[config.mk]
export PLATFORM = sky130hd
export DESIGN_NAME = alu_result_stage
export DESIGN_NICKNAME = d
export VERILOG_FILES = /design/src/rtl/alu_pkg.sv /design/src/rtl/alu_flag_gen.sv /design/src/rtl/alu_result_stage.sv
export SDC_FILE = /design/constraint.sdc
export NUM_CORES = 1
export LEC_CHECK = 0
export ABC_AREA = 1
export BUFFER_PORTS_ARGS = -buffer_cell sky130_fd_sc_hd__buf_2
export CELL_PAD_IN_SITES_DETAIL_PLACEMENT = 0
export CELL_PAD_IN_SITES_GLOBAL_PLACEMENT = 1
export CORE_UTILIZATION = 40
export CTS_CLUSTER_DIAMETER = 50
export DETAILED_ROUTE_END_ITERATION = 7
export GPL_ROUTABILITY_DRIVEN = 0
export PLACE_DENSITY = 0.81
export SLEW_MARGIN = 20
export SYNTH_ARGS = -nofsm -noshare
export SYNTH_HDL_FRONTEND = slang
export SYNTH_SLANG_ARGS = --single-unit
export TNS_END_PERCENT = 50
[constraint.sdc]
create_clock -name clk -period 3.25 [get_ports clk]
set_input_delay 0.975 -clock clk [delete_from_list [all_inputs] [get_ports clk]]
set_output_delay 0.975 -clock clk [all_outputs]
set_load 0.05 [all_outputs]
[src/rtl/alu_pkg.sv]
// alu_pkg: shared state encodings, default datapath width and flag-bundle layout for the ALU result path.
package alu_pkg;
    localparam int DEF_WIDTH = 32;

    typedef enum logic [1:0] {
        EMPTY = 2'd0,
        ONE   = 2'd1,
        FULL  = 2'd2
    } state_t;

    typedef struct packed {
        logic ovf;
        logic neg;
        logic zero;
    } flags_t;
endpackage

[src/rtl/alu_flag_gen.sv]
// alu_flag_gen: combinational zero/negative flags of a result word.
module alu_flag_gen #(
    parameter int WIDTH = 32
) (
    input  logic [WIDTH-1:0] z,
    output logic             zero,
    output logic             neg
);
    assign zero = (z == '0);
    assign neg  = z[WIDTH-1];
endmodule

[src/rtl/alu_result_stage.sv]
// alu_result_stage: 2-entry in-order registered buffer for sub32 results with precomputed flags.
// Optional sticky overflow flag and saturating counter with macro ALU_RESULT_STAGE_STICKY_OVF_EN.
module alu_result_stage
    import alu_pkg::*;
#(
    parameter int WIDTH = DEF_WIDTH,
    parameter int CNT_W = 8
) (
    input  logic             clk,
    input  logic             rst,
    input  logic             in_valid,
    output logic             in_ready,
    input  logic [WIDTH-1:0] in_z,
    input  logic             in_overflow,
    output logic             out_valid,
    input  logic             out_ready,
    output logic [WIDTH-1:0] out_z,
    output logic             out_zero,
    output logic             out_neg,
    output logic             out_ovf
`ifdef ALU_RESULT_STAGE_STICKY_OVF_EN
    ,
    input  logic             clr_sticky,
    output logic             sticky_ovf,
    output logic [CNT_W-1:0] ovf_count
`endif
);
    state_t           state;
    logic [WIDTH-1:0] head_z, tail_z;
    flags_t           head_f, tail_f, in_f;
    logic             in_zero, in_neg, push, pop;

    alu_flag_gen #(.WIDTH(WIDTH)) u_flags (
        .z    (in_z),
        .zero (in_zero),
        .neg  (in_neg)
    );

    assign in_f      = '{ovf: in_overflow, neg: in_neg, zero: in_zero};
    assign in_ready  = (state != FULL);
    assign out_valid = (state == ONE) || (state == FULL);
    assign push      = in_valid && in_ready;
    assign pop       = out_valid && out_ready;

    assign out_z    = head_z;
    assign out_zero = head_f.zero;
    assign out_neg  = head_f.neg;
    assign out_ovf  = head_f.ovf;

    // Head register drives the outputs directly; the tail only fills while the head is blocked.
    always_ff @(posedge clk) begin
        if (rst) begin
            state  <= EMPTY;
            head_z <= '0;
            head_f <= '0;
            tail_z <= '0;
            tail_f <= '0;
        end else begin
            case (state)
                EMPTY: if (push) begin
                    head_z <= in_z;
                    head_f <= in_f;
                    state  <= ONE;
                end
                ONE: if (push && pop) begin
                    head_z <= in_z;
                    head_f <= in_f;
                end else if (push) begin
                    tail_z <= in_z;
                    tail_f <= in_f;
                    state  <= FULL;
                end else if (pop) begin
                    state <= EMPTY;
                end
                FULL: if (pop) begin
                    head_z <= tail_z;
                    head_f <= tail_f;
                    state  <= ONE;
                end
                default: state <= EMPTY;
            endcase
        end
    end

`ifdef ALU_RESULT_STAGE_STICKY_OVF_EN
    logic ovf_push;
    assign ovf_push = push && in_overflow;

    // A clear coinciding with an overflow push restarts the count at that push.
    always_ff @(posedge clk) begin
        if (rst) begin
            sticky_ovf <= 1'b0;
            ovf_count  <= '0;
        end else if (clr_sticky) begin
            sticky_ovf <= ovf_push;
            ovf_count  <= CNT_W'(ovf_push);
        end else if (ovf_push) begin
            sticky_ovf <= 1'b1;
            if (ovf_count != '1)
                ovf_count <= ovf_count + CNT_W'(1);
        end
    end
`endif
endmodule

After elaboration in Yosys (flattened, before gate mapping)
Index checks and enable logic that the tools add are counted.

Register bits after elaboration: 72. Bits in latches: 0. RAM bits: 0. Bits in read-only memories: 0. Input bits: 37. Output and inout bits: 37. Logic and storage cells: 42. Memories: 0.

$add $sub $neg: 0. $mul: 0. Div/mod/pow operators: 0. Magnitude comparators: 0. Equality and inequality tests: 8. Shift operators: 0. Muxes and demuxes: 14. Bitwise logic cells: 1. Reduce and logical (&&, ||, !) cells: 10.

Operators with widths (number): 32-bit two-way mux (3); 32-bit case mux with 3 select lines (1); 32-bit zero test (1); 2-bit two-way mux (5); 3-bit two-way mux (3); 3-bit case mux with 3 select lines (1); 2-bit inequality test, second input constant (4); 4-bit AND reduction (2); 2-bit case mux with 3 select lines (1); 1-bit logical AND (3); 3-bit inequality test, second input constant (1); 3-bit AND reduction (1); 3-bit nonzero test (1); 2-bit by 1-bit equality test with 1-bit output, second input constant (1); 2-bit equality test, second input constant (1); 2-bit zero test (1); 2-bit by 1-bit inequality test with 1-bit output, second input constant (1); 1-bit logical OR (1); 1-bit inverter (1).

Longest topological paths before layout
Depth in word-level cells: 7. Depth in mapped cells: 11. Depth with buffers taken out: 10.

By module
A second synthesis with hierarchy kept.

Cell total of the unflattened synthesis: 522. Area, all modules: 3435.8 um2.

Modules (own cells, without submodules): alu_result_stage (instances 1, cells each 490, area each 3311.9 um2, sequential area each 1441.4 um2); alu_flag_gen (instances 1, cells each 32, area each 123.9 um2, sequential area each 0.0 um2).

Least setup slack after synthesis
Ideal clock, no wire load.

Kind: register to output. From: register state[0]. To: output port in_ready. Arrival: 1.176 ns. Required time: 2.275 ns. Setup slack: 1.099 ns. Stages on the path, launching flop included: 6. Path buffers: 2. Cell sequence: dfxtp_1 inv_1 ha_1 buf_6 inv_6 buf_2.

Word-level cells in the longest chain between the ends: 1.

Ends and longest elaborated chain: start: declaration (RTL line alu_result_stage.sv:28) `state_t state;`; start signal: assignment (RTL line alu_result_stage.sv:53) `state <= EMPTY;`; start signal: assignment (RTL line alu_result_stage.sv:63) `state <= ONE;`; start signal: assignment (RTL line alu_result_stage.sv:71) `state <= FULL;`; 2-bit inequality test (RTL line alu_result_stage.sv:40) `assign in_ready = (state != FULL);`; end: declaration (RTL line alu_result_stage.sv:12) `output logic in_ready,`.

Every way passes these cells.

Worst setup path after layout
Ends and elaborated chain as after synthesis.

==> run_results.csv <==
group,metric,value,unit
timing,skew,7.468,ps
worst_setup_path,critPathMaxStageDelay,410,ps
cts,clock_sinks,70,
synthesis,synthCells,473,
cts,hold_buffers,0,
synthesis,syn_area,0.003158,sq mm
timing,timing.final.crit_period,2643,ps
global_routing,use_met1,23.56,%
cells_and_area,n_antenna_cell,0,
cells_and_area,final_cell_mix,"161 x nor2_1, 122 x nand2_1, 73 x buf_2",
power,ir_drop,0.5415,mV
global_routing,antenna_found_initial,0,
global_routing,grt-busiest-layer,"met2",
cells_and_area,drive_gt1_share,18.81,%
drt,wl_per_cell,11.51,um
timing,tightest_slew,602.9,ps
cts,htreeDepth,3,
worst_setup_path,timing_worst_setup_path_type,"flop to output pin",
drt,vias_per_cell,4.643,
place,port_buffers,73,
power,cellPowerDensity,1199,mW/mm^2
power,cellLeakagePower,1.817,nW
cts,cts_buffer_depth,2,
timing,setup_viol,0,
timing,timing.final.crit_share,81.33,%
outcome,outcome,"completed",
worst_setup_path,path_cells,"inv_1, ha_2, inv_6, buf_2",
min_path,hold_class,"flop to flop",
worst_setup_path,start_kind,"flop",
floorplanning,fp.coreArea,0.007687,sq mm
floorplanning,placementRows,32,
worst_setup_path,r2r_slack,870,ps
drt,via_count,2967,
timing,rsz0062_at_grt,"false",
synthesis,yosysSeqAreaShare,44.37,%
timing,finalSetupTns,0,ps
job,maxCapViolations,0,
drt,ant_nets,0,
cts,cts_buffers,9,
synthesis,synthesis.nets,515,
drt,drc_errors,0,
floorplanning,io_pins,74,
global_routing,grt_use_total,18.98,%
timing,slew_viol_final,0,
cts,clk_pin_slew_worst_paths,80,ps
global_routing,grt_max_degree,71,
place,dp_hpwl,4461,um
global_routing,met2_usage,32.58,%
worst_setup_path,end_kind,"output pin",
synthesis,synth-seq-cells,70,
cts,root_buffer,"clkbuf_8",
global_routing,grt.overflow.total,0,
synthesis,syn_avg_cell_area,6.677,sq um
worst_setup_path,crit_arrival,1670,ps
global_routing,gr-usage-met3,2.778,%
floorplanning,dieArea,0.008255,sq mm
worst_setup_path,critical_path.max_fanout,37,
cts,cts_setup_buffers,0,
floorplanning,die_y,90.86,um
drt,wl,7355,um
floorplanning,die_width,90.86,um
synthesis,yosysWarnings,0,
global_routing,grt_pass1_wl,12600,um
cells_and_area,layout_commonest_cell,"nor2_1",
cells_and_area,fin_nets,574,
cells_and_area,final_core_util,48.96,%
timing,hold_viol_final,0,
worst_setup_path,required,2270,ps
cells_and_area,syn_to_final_growth,19.18,%
timing,fmax,378.3,MHz
cts,cts_tree,"yes",
synthesis,synth_cell_types,22,
timing,slew_headroom,59.75,%
cts,cts-resized-gates,0,
floorplanning,start_util,41.08,%
cts,clkLatencyLatePin,340,ps
drt,firstDrtPassIters,4,
drt,drt_iter0_markers,130,
worst_setup_path,crit_slowest_cell,"dfxtp_1",
global_routing,grt_pass1_vias,2802,
==> registers in the layout, indices dropped and copies added (netlist names) <==
register	count
out_z	32
tail_f	3
state	2
out_zero	1
out_ovf	1
tail_z	31
==> Yosys cell counts <==
cell      number  area share [%]
ha_1           5             2.0
o21ai_0       67              11
inv_4          1            0.20
a21oi_1        1            0.16
nand2_1      122              15
nand2_2        2            0.40
clkbuf_2       3            0.48
buf_2          2            0.32
nand3_4        2             1.1
inv_2          2            0.24
buf_6          4             1.4
nand4_2        1            0.40
nor2_1       161              19
buf_1          1            0.12
dfxtp_1       70              44
clkbuf_1      13             1.5
buf_4          4            0.95
inv_6          1            0.28
nand3b_1       1            0.24
nand2_4        1            0.36
inv_1          8            0.95
a21boi_1       1            0.24
==> final timing paths <==
| kind | from | endpoint | depth (start not counted) |
|---|---|---|---|
| worst max-delay path | state[0] | in_ready | 4 |
| worst min-delay path | out_z[14] | out_z[14] | 2 |
| worst max register to register | state[0] | tail_f[0] | 9 |
| worst min register to register | out_z[14] | out_z[14] | 2 |
==> cells by family after synthesis <==
logic type / Yosys count / share of synthesized area (%)
fa+ha+maj: 5 / 1.981
buf+inv: 39 / 6.498
flops: 70 / 44.37
compound gates: 69 / 11.01
simple gates: 290 / 36.13
==> metrics by stage <==
stage                     area, sq um  cells  hold slack [ps]  power, W  setup slack [ps]
final                            3764    639            478.2  0.004514             606.8
after global routing             3764    639            501.4  0.004876             549.7
after CTS                        3764    639            486.5  0.004577             593.1
after detailed placement         3516    623            468.0  0.003704             767.9
after global placement           3516    623            455.6  0.003665             789.9
after floorplan                  3158    473            454.9  0.003302              1099
==> per-layer routing <==
metal  part of all wire, %  vias to the layer above  wire length (um)
met5                     0                        -                 0
met4                   1.0                        0                74
met3                   3.5                        6               257
met2                    46                       64              3396
met1                    49                     1313              3627
li1                      -                     1584                 -
==> layout make-up <==
type / instances / area (sq um)
clock inverters: 5 / 106.4
clock buffers: 11 / 141.4
repair buffers: 75 / 380.4
inverters: 12 / 52.55
well taps: 102 / 127.6
multi-input cells: 364 / 1554
flip-flops and latches: 70 / 1401
fillers: 846 / 3924
==> power by group <==
group	leakage (nW)	switching [W]	internal, W
logic	1.12	0.00175	0.000537
registers	0.576	0.000168	0.00120
clock network	0.120	0.000330	0.000533
total	1.82	0.00224	0.00227
==> critical path: cells and delay by family (launching register included) <==
family / cells / cell delay [ps]
buf+inv: 3 / 670
fa+ha+maj: 1 / 220
flops: 1 / 410
No activity file was read; power rests on OpenSTA's default activity.
